File: src/rtl/xor_cipher_pkg.sv
// Shared types and helpers for the rotating-key XOR stream cipher.
// Optional autokey chaining is selected with the XOR_CIPHER_CHAIN_EN macro.
package xor_cipher_pkg;

   typedef enum logic [1:0] {
      IDLE = 2'd0,
      LOAD = 2'd1,
      RUN  = 2'd2
   } state_e;

   // Supported number of key words
   localparam int KEY_LEN_MIN = 2;
   localparam int KEY_LEN_MAX = 16;

   // Next key index, wrapping from len-1 back to 0
   function automatic int wrap_idx(input int idx, input int len);
      return (idx >= len - 1) ? 0 : idx + 1;
   endfunction

endpackage

File: src/rtl/xor_key_store.sv
// Key register file: KEY_LEN words of MSG_SIZE bits, one write port
// (key load or chain update), one combinational read port, async clear.
module xor_key_store #(
   parameter int MSG_SIZE = 8,
   parameter int KEY_LEN  = 4,
   parameter int IDX_W    = 2
) (
   input  logic                clk,
   input  logic                rst,
   input  logic                we,
   input  logic [IDX_W-1:0]    waddr,
   input  logic [MSG_SIZE-1:0] wdata,
   input  logic [IDX_W-1:0]    raddr,
   output logic [MSG_SIZE-1:0] rdata
);
   import xor_cipher_pkg::*;

   logic [KEY_LEN-1:0][MSG_SIZE-1:0] key_q, key_d;

   // Single-word write into the key array
   always_comb begin
      key_d = key_q;
      if (we) key_d[waddr] = wdata;
   end

   // Key storage; reset loses the key
   always_ff @(posedge clk or posedge rst) begin
      if (rst) key_q <= '0;
      else     key_q <= key_d;
   end

   assign rdata = key_q[raddr];

endmodule

File: src/rtl/xor_stream_cipher.sv
// Rotating multi-word key XOR cipher with valid/ready message input and a
// one-word registered ciphertext output. Symmetric, so it also decrypts.
// Define XOR_CIPHER_CHAIN_EN for autokey chaining (key word replaced by the
// ciphertext-domain word after each accept; iDecrypt picks which word).
module xor_stream_cipher #(
   parameter int MSG_SIZE = 8,
   parameter int KEY_LEN  = 4,
   // Derived; leave at default
   parameter int IDX_W    = $clog2(KEY_LEN)
) (
   input  logic                iClk,
   input  logic                iRst,
   input  logic                iEn,
   input  logic                iKey_Load,
   input  logic                iKey_Valid,
   input  logic [MSG_SIZE-1:0] iKey_Word,
   input  logic                iDecrypt,
   input  logic                iMsg_Valid,
   input  logic [MSG_SIZE-1:0] iMessage,
   output logic                oMsg_Ready,
   output logic [MSG_SIZE-1:0] oCiphertext,
   output logic                oCt_Valid,
   input  logic                iCt_Ready,
   output logic                oKey_Loaded,
   output logic [IDX_W-1:0]    oKey_Idx
);
   import xor_cipher_pkg::*;

   if (KEY_LEN < KEY_LEN_MIN || KEY_LEN > KEY_LEN_MAX) begin : g_bad_key_len
      $error("xor_stream_cipher: KEY_LEN out of range");
   end

   state_e              state_q, state_d;
   logic [IDX_W-1:0]    cnt_q, cnt_d;
   logic [IDX_W-1:0]    idx_q, idx_d;
   logic [MSG_SIZE-1:0] ct_q, ct_d;
   logic                ct_vld_q, ct_vld_d;

   logic                key_we;
   logic [IDX_W-1:0]    key_waddr;
   logic [MSG_SIZE-1:0] key_wdata;
   logic [MSG_SIZE-1:0] key_rdata;
   logic [MSG_SIZE-1:0] ct_word;
   logic                msg_ready;
   logic                accept;
   logic                consume;

`ifndef XOR_CIPHER_CHAIN_EN
   // Mode select only matters for chaining
   logic unused_decrypt;
   assign unused_decrypt = iDecrypt;
`endif

   xor_key_store #(
      .MSG_SIZE (MSG_SIZE),
      .KEY_LEN  (KEY_LEN),
      .IDX_W    (IDX_W)
   ) u_key_store (
      .clk   (iClk),
      .rst   (iRst),
      .we    (key_we),
      .waddr (key_waddr),
      .wdata (key_wdata),
      .raddr (idx_q),
      .rdata (key_rdata)
   );

   assign ct_word   = iMessage ^ key_rdata;
   // Room in the output stage if empty or being drained this cycle
   assign msg_ready = iEn && (state_q == RUN) && !iKey_Load && (!ct_vld_q || iCt_Ready);
   assign accept    = iMsg_Valid && msg_ready;
   assign consume   = ct_vld_q && iCt_Ready && iEn;

   // Next-state: FSM, load counter, key index, key writes, output stage
   always_comb begin
      state_d   = state_q;
      cnt_d     = cnt_q;
      idx_d     = idx_q;
      ct_d      = ct_q;
      ct_vld_d  = ct_vld_q;
      key_we    = 1'b0;
      key_waddr = cnt_q;
      key_wdata = iKey_Word;

      if (iEn) begin
         if (iKey_Load) begin
            state_d = LOAD;
            cnt_d   = '0;
            idx_d   = '0;
         end else begin
            unique case (state_q)
               LOAD: begin
                  if (iKey_Valid) begin
                     key_we = 1'b1;
                     if (cnt_q == IDX_W'(KEY_LEN - 1)) begin
                        state_d = RUN;
                        cnt_d   = '0;
                        idx_d   = '0;
                     end else begin
                        cnt_d = cnt_q + 1'b1;
                     end
                  end
               end
               RUN: begin
                  if (accept) begin
                     idx_d = IDX_W'(wrap_idx(int'(idx_q), KEY_LEN));
`ifdef XOR_CIPHER_CHAIN_EN
                     key_we    = 1'b1;
                     key_waddr = idx_q;
                     key_wdata = iDecrypt ? iMessage : ct_word;
`endif
                  end
               end
               default: ;
            endcase
         end

         // A pending word is independent of key changes and still drains
         if (accept) begin
            ct_d     = ct_word;
            ct_vld_d = 1'b1;
         end else if (consume) begin
            ct_vld_d = 1'b0;
         end
      end
   end

   // State registers
   always_ff @(posedge iClk or posedge iRst) begin
      if (iRst) begin
         state_q  <= IDLE;
         cnt_q    <= '0;
         idx_q    <= '0;
         ct_q     <= '0;
         ct_vld_q <= 1'b0;
      end else begin
         state_q  <= state_d;
         cnt_q    <= cnt_d;
         idx_q    <= idx_d;
         ct_q     <= ct_d;
         ct_vld_q <= ct_vld_d;
      end
   end

   assign oMsg_Ready  = msg_ready;
   assign oCiphertext = ct_q;
   assign oCt_Valid   = ct_vld_q;
   assign oKey_Loaded = (state_q == RUN);
   assign oKey_Idx    = idx_q;

endmodule

File: config.mk
export PLATFORM = sky130hd
export DESIGN_NAME = xor_stream_cipher
export DESIGN_NICKNAME = d
export VERILOG_FILES = /design/src/rtl/xor_cipher_pkg.sv /design/src/rtl/xor_key_store.sv /design/src/rtl/xor_stream_cipher.sv
export SDC_FILE = /design/constraint.sdc
export NUM_CORES = 1
export LEC_CHECK = 0
export CAP_MARGIN = 20
export CORE_MARGIN = 1.5
export CORE_UTILIZATION = 39
export CTS_CLUSTER_DIAMETER = 40
export DETAILED_ROUTE_END_ITERATION = 6
export HOLD_SLACK_MARGIN = 0.15
export PLACE_DENSITY = 0.66
export RECOVER_POWER = 25
export SLEW_MARGIN = 20
export SYNTH_ARGS = -nofsm -noshare
export SYNTH_HDL_FRONTEND = slang
export SYNTH_SLANG_ARGS = --single-unit
File: constraint.sdc
create_clock -name iClk -period 1.8 [get_ports iClk]
set_input_delay 0.45 -clock iClk [delete_from_list [all_inputs] [get_ports iClk]]
set_output_delay 0.45 -clock iClk [all_outputs]
set_load 0.05 [all_outputs]
# Word-level counts from Yosys, hierarchy flattened
# Cells that the tools add are included.
# W data, S select, Z words.
# word_totals
register_bits,47
input_bits,24
word_cells,67
# classes
addsub,2
n_lt_le_gt_ge,4
n_eq_ne,6
mux,25
n_bitwise,1
reduce_logical,20
# ops
cell,n
$bwmux W32,1
$mux W2,13
$bmux W8 S2,1
$demux W8 S2,1
$mux W8,2
$reduce_bool A2 Y1,4
$xor A8 B8 Y8,1
$logic_and A1 B1 Y1,7
$lt A2 B3 Y1 const B,2
$mux W1,6
$ne A3 B3 Y1 const B,2
$reduce_and A5 Y1,1
$add A2 B1 Y2 const B,2
$eq A2 B2 Y1 const B,2
$pmux W2 S2,1
$reduce_and A2 Y1,2
$reduce_and A4 Y1,1
$ne A3 B2 Y1 const B,1
$reduce_and A3 Y1,1
$reduce_bool A3 Y1,1
$eq A2 B1 Y1 const B,1
$ge A2 B1 Y1 const B,1
$ge A2 B2 Y1 const B,1
$logic_not A1 Y1,2
$logic_or A1 B1 Y1,1

# Depth between registers and ports, before layout
# depth
ltp_word,8
depth_mapped,5
mapped_depth_nobuf,4

# Hierarchy
# Synthesis repeated with hierarchy kept, for this count alone.
# hier_totals
cells_unflattened,149
hier_area_um2,2234.6
# by_module_without_submodules
mod,instances,cells_each,area_per_inst_um2,seq_area_each_um2
xor_key_store,1,79,1405.1,800.8
xor_stream_cipher,1,70,829.5,375.4

# Worst setup path after synthesis
# No wires, ideal clock.
# synth_timing
path_type,reg-to-reg
startpoint,"reg idx_q[0], in the netlist oKey_Idx[0]"
endpoint,"reg ct_q[0], in the netlist oCiphertext[0]"
setup_ps,125
arrival_time_ps,1803
setup_slack_ps,-127
stages_incl_launch_ff,5
n_path_buf,1
period_less_slack_ps,1927
cell_sequence,dfrtp_1 > buf_6 > mux4_2 > xor2_1 > mux2_2
# synth_between
elab_chain_len,3
# synth_lines
item,line,rtl
start: declaration,xor_stream_cipher.sv:35,"logic [IDX_W-1:0] idx_q, idx_d;"
start signal: assignment,xor_stream_cipher.sv:139,idx_q <= idx_d;
$bmux W8 S2,xor_key_store.sv:32,assign rdata = key_q[raddr];
$mux W8 (not written as such),xor_key_store.sv:32,
$xor A8 B8 Y8,xor_stream_cipher.sv:68,assign ct_word = iMessage ^ key_rdata;
end signal: assignment,xor_stream_cipher.sv:140,ct_q <= ct_d;
end: declaration,xor_stream_cipher.sv:36,"logic [MSG_SIZE-1:0] ct_q, ct_d;"
# No other way between the ends. The select of a mux whose other input is x is not followed.
# A chain may end at the register's enable or synchronous reset.

# Final worst setup path
# layout_timing
startpoint,reg state_q[1]
endpoint,out oMsg_Ready
# layout_between
elab_chain_len,4
# layout_lines
item,line,rtl
start: declaration,xor_stream_cipher.sv:33,"state_e state_q, state_d;"
start signal: assignment,xor_stream_cipher.sv:137,state_q <= state_d;
$eq A2 B2 Y1,xor_stream_cipher.sv:70,assign msg_ready = iEn && (state_q == RUN) && !iKey_Load && (!ct_vld_q || iCt_Ready);
$logic_and A1 B1 Y1 (3 in a row),xor_stream_cipher.sv:70,
end: declaration,xor_stream_cipher.sv:20,"output logic oMsg_Ready,"
# No other way between the ends.

==> out/metrics.cfg <==
[routing]
drtAntennaViolNets = 0
dr_wl_met2_um = 2470
drc = 0
highest_layer = met4
routed_wl_um = 4620
vias_per_cell = 5.18
dr_wl_met3_um = 160
drt-met1-wl_um = 1910
wl_per_cell_um = 16.4
drt_pass1_iterations = 4
drt_iter0_markers = 72
dr_total_vias = 1460

[finish]
fin_area_um2 = 3070
fin_nets = 238
drive_gt1_share_pct = 48.6
layout_common_cells = dfrtp_1 (44), mux2_2 (39), buf_4 (23), clkdlybuf4s50_1 (17), buf_12 (10)
final_common_cell = dfrtp_1
area_growth_pct = 33.7
n_fill_cell = 488
insertedDiodeCount = 0
fin_cells = 282

[synthesis]
netlist_area_um2 = 2300
yosysTopAreaCell = dfrtp_1
ys_types = 33
yosys_warnings = 0
syn_nets = 183
syn_area_per_cell_um2 = 14.9
ys_top_cells_by_area = dfrtp_1 (51%), mux2_2 (19%), mux4_2 (7.8%)
synthCells = 154
seq_area_frac_synth_pct = 51.2
ys_ff_latch = 47
yosysTopAreaCellShare_pct = 51.2

[timing]
maxSlewViolCount = 0
rsz0062_at_grt = true
fmax_ghz = 0.572
finClkSkew_ns = 0.00513
hold_viol = 0
period_needed_ns = 1.75
maxSlewHeadroom_pct = 60.5
tightest_slew_ns = 0.593
fin_crit_sh_pct = 97.1
setup_viol = 0
fin_setup_tns_ns = 0

[setup_path]
end_kind = output pin
worstSetupStartpointType = flip-flop
critPathKind = flip-flop to output pin
cp.required_ns = 1.35
cp.arrival_ns = 1.30
critPathMaxFanout = 7

[power_and_ir_drop]
p_per_area_nw_per_um2 = 984
switching_share_pct = 25.3
switchingPower_uw = 764
p_leak_uw = 0.00141
combPwrFrac_pct = 23.9
power_frac_clock_pct = 26.6
seqPwrFrac_pct = 49.5
p_int_uw = 2260
peakVddDrop_uv = 442

[hold_path]
hold_class = flip-flop to flip-flop

[global_routing]
grt_pass1_wl_um = 7770
antenna_found_initial = 0
track_usage_pct = 16.2
grt_pass1_vias = 1620
grt_max_degree = 48
gr-total-overflow = 0

[placed_design]
placed_area_um2 = 2920
placed_cells = 271
io_buffers = 35
dp_hpwl_um = 3280
routabilityCongestion = 0.819

[die]
core_area_um2 = 5610
start_util_pct = 41.0
die_w_um = 79.8
die_y_um = 79.8
die_area_um2 = 6360
rows = 27
pin_count = 37

[clock_tree]
cts_tree = built
cts_buffer_depth = 2
clkLatencyLatePin_ns = 0.30
cts_hold_buf = 0
clock-root-buffer = clkbuf_8
clk_pin_slew_ns = 0.09
htreeDepth = 2
clock_sinks = 47
numCtsBuffers = 5

[run]
maxCapViolations = 0

[status]
outcome = complete, no violations

logic make-up after synthesis:
kind of cell,after synthesis,share of synthesized area (%)
simple gates,23,9.26
buf+inv,13,2.89
flops,47,51.2
mux,48,27.5
xor+xnor,8,3.05
compound gates,10,3.43
fa+ha+maj,5,2.72
power groups by stage:
stage	clock, uW	sequential (uW)	combinational, uW
finish	804	1490	723
global route	864	1530	786
CTS	826	1490	729
detailed placement	0	1520	730
global placement	0	1490	694
floorplan	0	1500	515
per-layer routing:
layer | global-route usage [%] | up-vias
li1 | - | 674
met1 | 19.4 | 742
met2 | 28.8 | 36
met3 | 2.97 | 8
met4 | 6.38 | 0
met5 | 0 | -
state kept, by name, summed over array words and instances (netlist names):
name and flops:
cnt_q 2, oCiphertext 8, oCt_Valid 1, oKey_Idx 2, state_q 2, u_key_store.key_q 32
Yosys cell counts:
library cell   n
mux2_2        39
o221ai_1       2
o22ai_1        1
xor2_1         8
and3b_2        2
nand2b_1       1
buf_4          1
buf_2          5
nand4b_4       1
dfrtp_1       47
buf_6          1
nor2_1         1
a22oi_1        1
mux4_2         8
and4_1         1
inv_1          6
and3b_1        1
nand2_1        4
nor3b_4        3
o31a_1         1
nor2b_1        1
mux2_1         1
a21o_1         1
ha_1           5
nand4_1        2
nor3_1         1
a22o_1         2
and4b_2        2
a2bb2oi_1      1
and3_1         1
and4b_1        1
o21ai_0        1
nor3b_1        1
per-stage QoR:
step / worst slack [ns] / total power, uW / utilization [%] / hold WS, ns
floorplan: 0.0384 / 2020 / - / 0.453
global placement: -0.330 / 2180 / 52.0 / 0.464
detailed placement: -0.351 / 2250 / 52.0 / 0.490
CTS: -0.00610 / 3050 / 54.3 / 0.502
global route: -0.0133 / 3180 / 54.8 / 0.519
finish: 0.0517 / 3020 / 54.8 / 0.509
cell type report:
| cell class | instances | area, um2 | share of cell area [%] |
|---|---|---|---|
| sequential | 47 | 1180 | 38.4 |
| multi-input combinational | 94 | 1070 | 34.9 |
| timing repair buffer | 55 | 589 | 19.2 |
| tap | 72 | 90.1 | 2.93 |
| clock buffer | 6 | 82.6 | 2.69 |
| clock inverter | 2 | 35.0 | 1.14 |
| inverter | 6 | 22.5 | 0.733 |
worst paths after layout:
path / depth (start not counted) / slack, ns / end / start
setup / recovery: 3 / 0.05 / oMsg_Ready / state_q[1]
hold / removal: 1 / 0.51 / u_key_store.key_q[22] / u_key_store.key_q[22]
max in group asynchronous: 3 / 0.92 / oKey_Idx[0] / iRst
min in group asynchronous: 3 / 0.65 / cnt_q[0] / iRst
setup reg to reg: 3 / 0.13 / oCiphertext[0] / oKey_Idx[1]
hold reg to reg: 1 / 0.51 / u_key_store.key_q[22] / u_key_store.key_q[22]
critical path, cell delays in order, from the launching register on:
cell	delay [ns]
dfrtp_2	0.42
nor2b_4	0.18
and4b_2	0.26
buf_12	0.14
what timing repair did:
action / CTS / global route
resized for setup: 9 / 1
buffers inserted: 0 / 3
endpoints found under the setup margin: 22 / 1
pin swaps: 3 / 0
Power figures use the tool's default switching activity.
